File: src/rtl/execute_memory.sv
// Load/store stage: registers one executed instruction, runs the data-memory
// request/grant/response transaction, and presents one writeback record.
module execute_memory #(
  parameter int TIMEOUT_CYCLES = 255
) (
  input  logic        clk_i,
  input  logic        rst_n_i,
  input  logic        in_valid_i,
  output logic        in_ready_o,
  input  logic        re_i,
  input  logic        we_i,
  input  logic [1:0]  size_i,
  input  logic        unsigned_i,
  input  logic [31:0] addr_i,
  input  logic [31:0] store_data_i,
  input  logic        reg_wen_i,
  input  logic [4:0]  rd_i,
  output logic        mem_req_o,
  output logic        mem_we_o,
  output logic [31:0] mem_addr_o,
  output logic [3:0]  mem_wmask_o,
  output logic [31:0] mem_wdata_o,
  input  logic        mem_gnt_i,
  input  logic        mem_rvalid_i,
  input  logic [31:0] mem_rdata_i,
  output logic        out_valid_o,
  input  logic        out_ready_i,
  output logic        out_wen_o,
  output logic [4:0]  out_rd_o,
  output logic [31:0] out_wdata_o,
  output logic        out_misalign_o,
  output logic        out_bus_err_o
);

  typedef enum logic [1:0] {IDLE, REQ, RESP, OUT} state_t;

  state_t      state, state_nxt;
  logic [7:0]  cnt;
  logic        accept, is_mem, misaligned, timeout;

  logic [31:0] addr_p0, wdata_p0, result_p0;
  logic [3:0]  wmask_p0;
  logic [1:0]  size_p0;
  logic        we_p0, unsigned_p0;
  logic [4:0]  rd_p0;
  logic        wen_p0, misalign_p0, bus_err_p0;

  function automatic logic [3:0] lane_mask(input logic [1:0] size, input logic [1:0] off);
    case (size)
      2'd0:    return 4'b0001 << off;
      2'd1:    return 4'b0011 << off;
      default: return 4'hF;
    endcase
  endfunction

  function automatic logic [31:0] lane_data(input logic [1:0] size, input logic [31:0] sd);
    case (size)
      2'd0:    return {4{sd[7:0]}};
      2'd1:    return {2{sd[15:0]}};
      default: return sd;
    endcase
  endfunction

  function automatic logic [31:0] load_align(input logic [31:0] rdata, input logic [1:0] off,
                                             input logic [1:0] size, input logic uns);
    logic [31:0] s;
    logic signed [7:0]  b;
    logic signed [15:0] h;
    s = rdata >> {off, 3'b000};
    b = $signed(s[7:0]);
    h = $signed(s[15:0]);
    case (size)
      2'd0:    return uns ? {24'h0, s[7:0]}  : 32'(b);
      2'd1:    return uns ? {16'h0, s[15:0]} : 32'(h);
      default: return s;
    endcase
  endfunction

  assign accept     = (state == IDLE) && in_valid_i;
  assign is_mem     = re_i || we_i;
  assign misaligned = is_mem && (((size_i == 2'd1) && addr_i[0]) ||
                                 (size_i[1] && (addr_i[1:0] != 2'b00)));
  assign timeout    = (cnt + 8'd1) == 8'(TIMEOUT_CYCLES);

  always_ff @(posedge clk_i or negedge rst_n_i) begin
    if (!rst_n_i) state <= IDLE;
    else          state <= state_nxt;
  end

  always_comb begin
    state_nxt = state;
    case (state)
      IDLE: if (in_valid_i) state_nxt = (!is_mem || misaligned) ? OUT : REQ;
      REQ:  if (mem_gnt_i) state_nxt = RESP;
      RESP: if (mem_rvalid_i || timeout) state_nxt = OUT;
      OUT:  if (out_ready_i) state_nxt = IDLE;
      default: state_nxt = IDLE;
    endcase
  end

  // Control: counter, write enable and error flags
  always_ff @(posedge clk_i or negedge rst_n_i) begin
    if (!rst_n_i) begin
      cnt         <= 8'd0;
      wen_p0      <= 1'b0;
      misalign_p0 <= 1'b0;
      bus_err_p0  <= 1'b0;
    end else begin
      if (accept) begin
        cnt         <= 8'd0;
        wen_p0      <= reg_wen_i && !we_i && !misaligned;
        misalign_p0 <= misaligned;
        bus_err_p0  <= 1'b0;
      end else if (state == REQ && mem_gnt_i) begin
        cnt <= 8'd0;
      end else if (state == RESP && !mem_rvalid_i) begin
        cnt <= cnt + 8'd1;
        if (timeout) begin
          bus_err_p0 <= 1'b1;
          wen_p0     <= 1'b0;
        end
      end
    end
  end

  // Data: accepted record and load result, no reset needed
  always_ff @(posedge clk_i) begin
    if (accept) begin
      addr_p0     <= addr_i;
      we_p0       <= we_i;
      size_p0     <= size_i;
      unsigned_p0 <= unsigned_i;
      rd_p0       <= rd_i;
      wmask_p0    <= we_i ? lane_mask(size_i, addr_i[1:0]) : 4'h0;
      wdata_p0    <= lane_data(size_i, store_data_i);
      result_p0   <= addr_i;
    end else if (state == RESP && mem_rvalid_i && !we_p0) begin
      result_p0 <= load_align(mem_rdata_i, addr_p0[1:0], size_p0, unsigned_p0);
    end
  end

  // Outputs are gated by state so idle/reset values are zero
  assign in_ready_o     = (state == IDLE);
  assign mem_req_o      = (state == REQ);
  assign mem_we_o       = mem_req_o && we_p0;
  assign mem_addr_o     = mem_req_o ? {addr_p0[31:2], 2'b00} : 32'h0;
  assign mem_wmask_o    = mem_req_o ? wmask_p0 : 4'h0;
  assign mem_wdata_o    = mem_req_o ? wdata_p0 : 32'h0;
  assign out_valid_o    = (state == OUT);
  assign out_wen_o      = out_valid_o && wen_p0;
  assign out_rd_o       = out_valid_o ? rd_p0 : 5'd0;
  assign out_wdata_o    = out_valid_o ? result_p0 : 32'h0;
  assign out_misalign_o = out_valid_o && misalign_p0;
  assign out_bus_err_o  = out_valid_o && bus_err_p0;

endmodule

File: config.mk
export PLATFORM = sky130hd
export DESIGN_NAME = execute_memory
export DESIGN_NICKNAME = d
export VERILOG_FILES = /design/src/rtl/execute_memory.sv
export SDC_FILE = /design/constraint.sdc
export NUM_CORES = 1
export LEC_CHECK = 0
export CAP_MARGIN = 20
export CORE_ASPECT_RATIO = 1.4
export CORE_MARGIN = 10
export CORE_UTILIZATION = 41
export DETAILED_ROUTE_END_ITERATION = 7
export PLACE_DENSITY = 0.77
export SYNTH_ARGS = -nofsm -noshare
export SYNTH_HDL_FRONTEND = slang
export SYNTH_SLANG_ARGS = --single-unit
File: constraint.sdc
create_clock -name clk_i -period 3.57 [get_ports clk_i]
set_input_delay 0.714 -clock clk_i [delete_from_list [all_inputs] [get_ports clk_i]]
set_output_delay 0.714 -clock clk_i [all_outputs]
set_load 0.05 [all_outputs]
* Word level (Yosys, flattened, before mapping)
Cells that the tools add are included.
** Storage, ports and cells
- Word-level logic and storage cells :: 90
- Input bits :: 113
- Flip-flop bits (word level) :: 122
** Cells by class
- Equal/unequal tests :: 11
- Muxes and demuxes :: 29
- Add/sub/neg operators :: 1
- Reductions and logical operators :: 33
- Shift operators :: 3
** Operators with widths (number)
- $mux W32 :: 7
- $pmux W32 S2 :: 2
- $shr A32 B5 Y32 :: 1
- $mux W8 :: 3
- $logic_and A1 B1 Y1 :: 14
- $mux W2 :: 5
- $add A8 B1 Y8 const B :: 1
- $eq A8 B8 Y1 const B :: 1
- $mux W1 :: 8
- $pmux W2 S4 :: 1
- $pmux W4 S2 :: 1
- $reduce_bool A2 Y1 :: 4
- $eq A2 B1 Y1 const B :: 3
- $logic_not A2 Y1 :: 3
- $ne A2 B2 Y1 const B :: 3
- $logic_not A1 Y1 :: 5
- $mux W5 :: 1
- $eq A2 B2 Y1 const B :: 2
- $logic_or A1 B1 Y1 :: 4
- $mux W4 :: 1
- $ne A2 B1 Y1 const B :: 2
- $reduce_and A4 Y1 :: 1
- $shl A1 B2 Y4 const A :: 1
- $shl A2 B2 Y4 const A :: 1
- 2 further kinds :: 2

* Logic depth before layout (Yosys ltp)
- Depth after elaboration :: 8
- Mapped depth :: 8
- Gate-level depth less buffers :: 7

* Worst setup path after synthesis
OpenSTA, ideal clock, no wires.
- Kind :: register -> register
- Start point :: register state[0]
- End point :: register result_p0[7] (data pin)
- Slack :: -0.768 ns
- Cell stages (with the launch flop) :: 7
- Arrival :: 3.960 ns
- Data required time :: 3.192 ns
- Clock period less this slack :: 4.338 ns
- Path through :: dfrtp_1 > inv_1 > ha_1 > nand2_1 > inv_1 > clkbuf_1 > o21ai_0
** Between the ends
- Cells in the longest elaborated chain, start to end :: 3
** RTL lines
- from (decl) :: line 37 : state_t state, state_nxt;
- from (signal assigned) :: line 87 : else state <= state_nxt;
- $logic_not A2 Y1
- net in_ready_o :: line 9 : output logic in_ready_o,
- $logic_and A1 B1 Y1 :: line 79 : assign accept = (state == IDLE) && in_valid_i;
- net accept :: line 39 : logic accept, is_mem, misaligned, timeout;
- $mux W32 :: line 128 : if (accept) begin
- to (signal assigned) :: line 136 : result_p0 <= addr_i;
- to (signal assigned) :: line 138 : result_p0 <= load_align(mem_rdata_i, addr_p0[1:0], size_p0, unsigned_p0);
- to (decl) :: line 41 : logic [31:0] addr_p0, wdata_p0, result_p0;
The timed path passes the listed nets, and every way through them passes these cells.
A chain may end at the register's enable or synchronous reset.

* Worst setup path after layout
- Start point :: register state[1]
- End point :: output port mem_wdata_o[8]
** Between the ends
- Cells in the longest elaborated chain, start to end :: 2
** RTL lines
- $eq A2 B1 Y1 :: line 144 : assign mem_req_o = (state == REQ);
- $mux W32 :: line 148 : assign mem_wdata_o = mem_req_o ? wdata_p0 : 32'h0;
- to (decl) :: line 22 : output logic [31:0] mem_wdata_o,
No other way between the ends.

==> metrics <==
register-to-register path setup slack=1.07 ns; internal portion of total power=4210 uW; number of cells on the worst hold path=1; switching fraction of total power=0.416; number of DRC markers after the initial detailed-route iteration=213; path category of the worst min-delay check=register to register; Hold Path Origin=bus_err_p0; remaining design rule violation count=0; cell row count=53; post-synthesis cell area=6180 sq um; Slew Viols, Final=0; max frequency=0.300 GHz; via count of the first global-routing pass=5207; Critical R2R Launch=addr_p0[0]; portion of total power attributed to combinational logic=0.481; time the final worst path needs with I/O delays and setup=3.33 ns; number of nets still failing antenna checks after routing=0; # IOs=225; clock root buffer=sky130_fd_sc_hd__clkbuf_16; final instance area=9190 sq um; number of cells on the worst reg-to-reg path=7; via density per instance=5.07; power per cell area=785 nW/um^2; count of input and output buffers=222; global placement routability congestion=0.887; number of synthesized register bits=122; synthesized-area fraction occupied by ao, oa, aoi and oai cells=0.0820; vertical extent of the die=165 microns; Pre-Repair DR Iteration Count=4; worst min-delay path endpoint=bus_err_p0; die width=124 microns; H-tree depth=4; Final Setup Violations=0; total core area=14900 sq um; RSZ-0062 raised after global routing=false; Area Overhead vs Synth=48.8%; reg-to-reg endpoint=result_p0[24]; sort of element at the start of the critical path=register; post-CTS setup buffer count=0; Routed WL per cell=20.1 microns; maximum fanout along the worst path=51; mux contribution to synthesized area=0.0889; final setup slack of the worst path=0.239 ns; maximum resistive drop on vdd=0.368 mV; die outline area=20400 sq um; combinational family with the most area after synthesis=simple AND/OR/NAND/NOR gates; Slew HR=0.566; EDFF count, synth=109; cell count after synthesis=525; share of total power in the clock network=0.237; synthesized area per cell=11.8 sq um; CTS tree=built; global-route wire length before repair=28700 microns; wire length after detailed routing=19100 microns; XOR/XNOR Fraction of Synth Area=0.00992; GRT Residual Overflow=0; Yosys warnings=0; CP Data Required Time=2.86 ns; post_cts resized=0; share of synthesized area occupied by flip-flops and latches=0.582; clock buffer depth=2; share of layout cells above drive strength 1=0.122; setup_tns=0 ns; initial antenna violation count=1; class of the most critical setup path=register to primary output; max capacitance violation total=0; leakage dissipation=0.00344 uW; Clock Sink Count=122; global-route usage over all layers=0.185; vias after detailed routing=4837; number of hold buffers added after CTS=0; sequential group share of total power=0.282; cell area after placement=8610 sq um; share of synthesized cell area in and, or, nand and nor gates=0.194; Psw=3000 uW; number of distinct library cells after synthesis=44; fill cell instance count of the final layout=1205; final worst clock skew=0.00628 ns; share of synthesized cell area in full adder, half adder and majority cells=0.0122; type of destination of the critical path=primary output; dpl ws=0.626 ns; top_reg_cell synth=sky130_fd_sc_hd__edfxtp_1; Post-synth ARST share=0.107; CTS Buf Count=17; Worst-Skew Late Latency=0.41 ns; Clock Pin Slew Worst Setup and Hold Paths=0.06 ns; largest net degree at the start of global routing=52; starting density of the core=0.414; run status=finished, final reports clean; Final Hold Fails=0; final core area utilization=0.616; worst slew pin tran=0.650 ns; critical path arrival=2.62 ns; Tcrit/Tclk final=0.933; final HPWL from detailed placement=14500 microns; Nets=867
==> sequential cells by signal (all words and copies together), names as in the netlist, 2 cells and up <==
register   count
cnt            8
size_p0        2
wdata_p0      32
rd_p0          5
state          2
addr_p0       32
wmask_p0       4
result_p0     32
==> worst max-delay path by stage <==
stage,from,end,slack (ns)
floorplan,state[0],result_p0[7],0.56
global placement,state[1],mem_wdata_o[8],0.69
detailed placement,state[1],mem_wdata_o[8],0.63
CTS,state[1],mem_wdata_o[8],0.17
global route,state[1],mem_wdata_o[8],0.07
finish,state[1],mem_wdata_o[8],0.24
==> power groups by stage <==
stage / Clock [uW] / Sequential [uW] / Combinational [uW]
2_1_floorplan: 0 / 2030 / 2270
3_5_place_dp: 0 / 2060 / 3490
4_1_cts: 1730 / 2040 / 3520
6_report: 1710 / 2040 / 3470
5_1_grt: 1790 / 2060 / 3670
3_3_place_gp: 0 / 2050 / 3430
==> stage by stage <==
step	hold slack (ns)	power (uW)	instances
2_1_floorplan	0.418	4300	526
3_3_place_gp	0.460	5490	921
3_5_place_dp	0.480	5560	921
4_1_cts	0.493	7290	953
5_1_grt	0.508	7520	954
6_report	0.488	7210	954
==> final cells by class <==
class                   count  area, sq um  share of cell area
diodes                      1         2.50            0.000272
flip-flops and latches    122         3600               0.391
well taps                 192          240              0.0261
repair buffers            238         2340               0.254
inverters                   7         27.5             0.00299
multi-input cells         362         2400               0.261
clock inverters            14          155              0.0169
clock buffers              18          429              0.0467
==> worst max-delay path, stage by stage (launching register included) <==
cell	delay, ns
sky130_fd_sc_hd__dfrtp_1	0.40
sky130_fd_sc_hd__inv_1	0.11
sky130_fd_sc_hd__ha_2	0.43
sky130_fd_sc_hd__buf_12	0.25
sky130_fd_sc_hd__and2_1	0.15
sky130_fd_sc_hd__clkdlybuf4s50_1	0.86
==> metal layers <==
metal	up-vias	GRT usage	wire length, microns
met5	-	0	0
met4	0	0.0786	345
met3	21	0.0715	1760
met2	192	0.314	9710
met1	2329	0.200	7340
li1	2295	-	-
==> cells in the final DEF (no fill, tap or decap), drive strengths merged, types with 12 or more instances in the layout <==
cell type / count
a21oi: 12
and2: 117
buf: 28
clkbuf: 18
clkdlybuf4s50: 210
dfrtp: 13
edfxtp: 109
mux2: 25
mux2i: 26
nand2: 51
nor2: 33
o21ai: 21
o22a: 16
==> cell usage after synthesis, types with 2 or more instances <==
library cell | instances | share of area
sky130_fd_sc_hd__a21oi_1 | 12 | 0.0097
sky130_fd_sc_hd__and2_1 | 117 | 0.12
sky130_fd_sc_hd__buf_4 | 3 | 0.0036
sky130_fd_sc_hd__buf_6 | 2 | 0.0036
sky130_fd_sc_hd__clkbuf_1 | 28 | 0.017
sky130_fd_sc_hd__dfrtp_1 | 13 | 0.053
sky130_fd_sc_hd__edfxtp_1 | 109 | 0.53
sky130_fd_sc_hd__ha_1 | 6 | 0.012
sky130_fd_sc_hd__inv_1 | 7 | 0.0043
sky130_fd_sc_hd__mux2_2 | 23 | 0.042
sky130_fd_sc_hd__mux2_4 | 2 | 0.0049
sky130_fd_sc_hd__mux2i_1 | 26 | 0.042
sky130_fd_sc_hd__nand2_1 | 51 | 0.031
sky130_fd_sc_hd__nand2b_1 | 4 | 0.0040
sky130_fd_sc_hd__nand3_1 | 7 | 0.0057
sky130_fd_sc_hd__nor2_1 | 33 | 0.020
sky130_fd_sc_hd__nor2b_1 | 3 | 0.0030
sky130_fd_sc_hd__o211ai_1 | 9 | 0.011
sky130_fd_sc_hd__o21a_1 | 5 | 0.0061
sky130_fd_sc_hd__o21ai_0 | 21 | 0.017
sky130_fd_sc_hd__o22a_1 | 8 | 0.011
sky130_fd_sc_hd__o22a_2 | 8 | 0.013
sky130_fd_sc_hd__or4bb_1 | 2 | 0.0036
sky130_fd_sc_hd__xor2_1 | 6 | 0.0085
==> cell families after synthesis <==
kind of cell,Yosys count
buf+inv,42
fa+ha+maj,6
xor+xnor,7
other cells,1
flops,122
compound gates,72
simple gates,224
mux,51
Note: power is estimated with default switching activity, not from simulation.
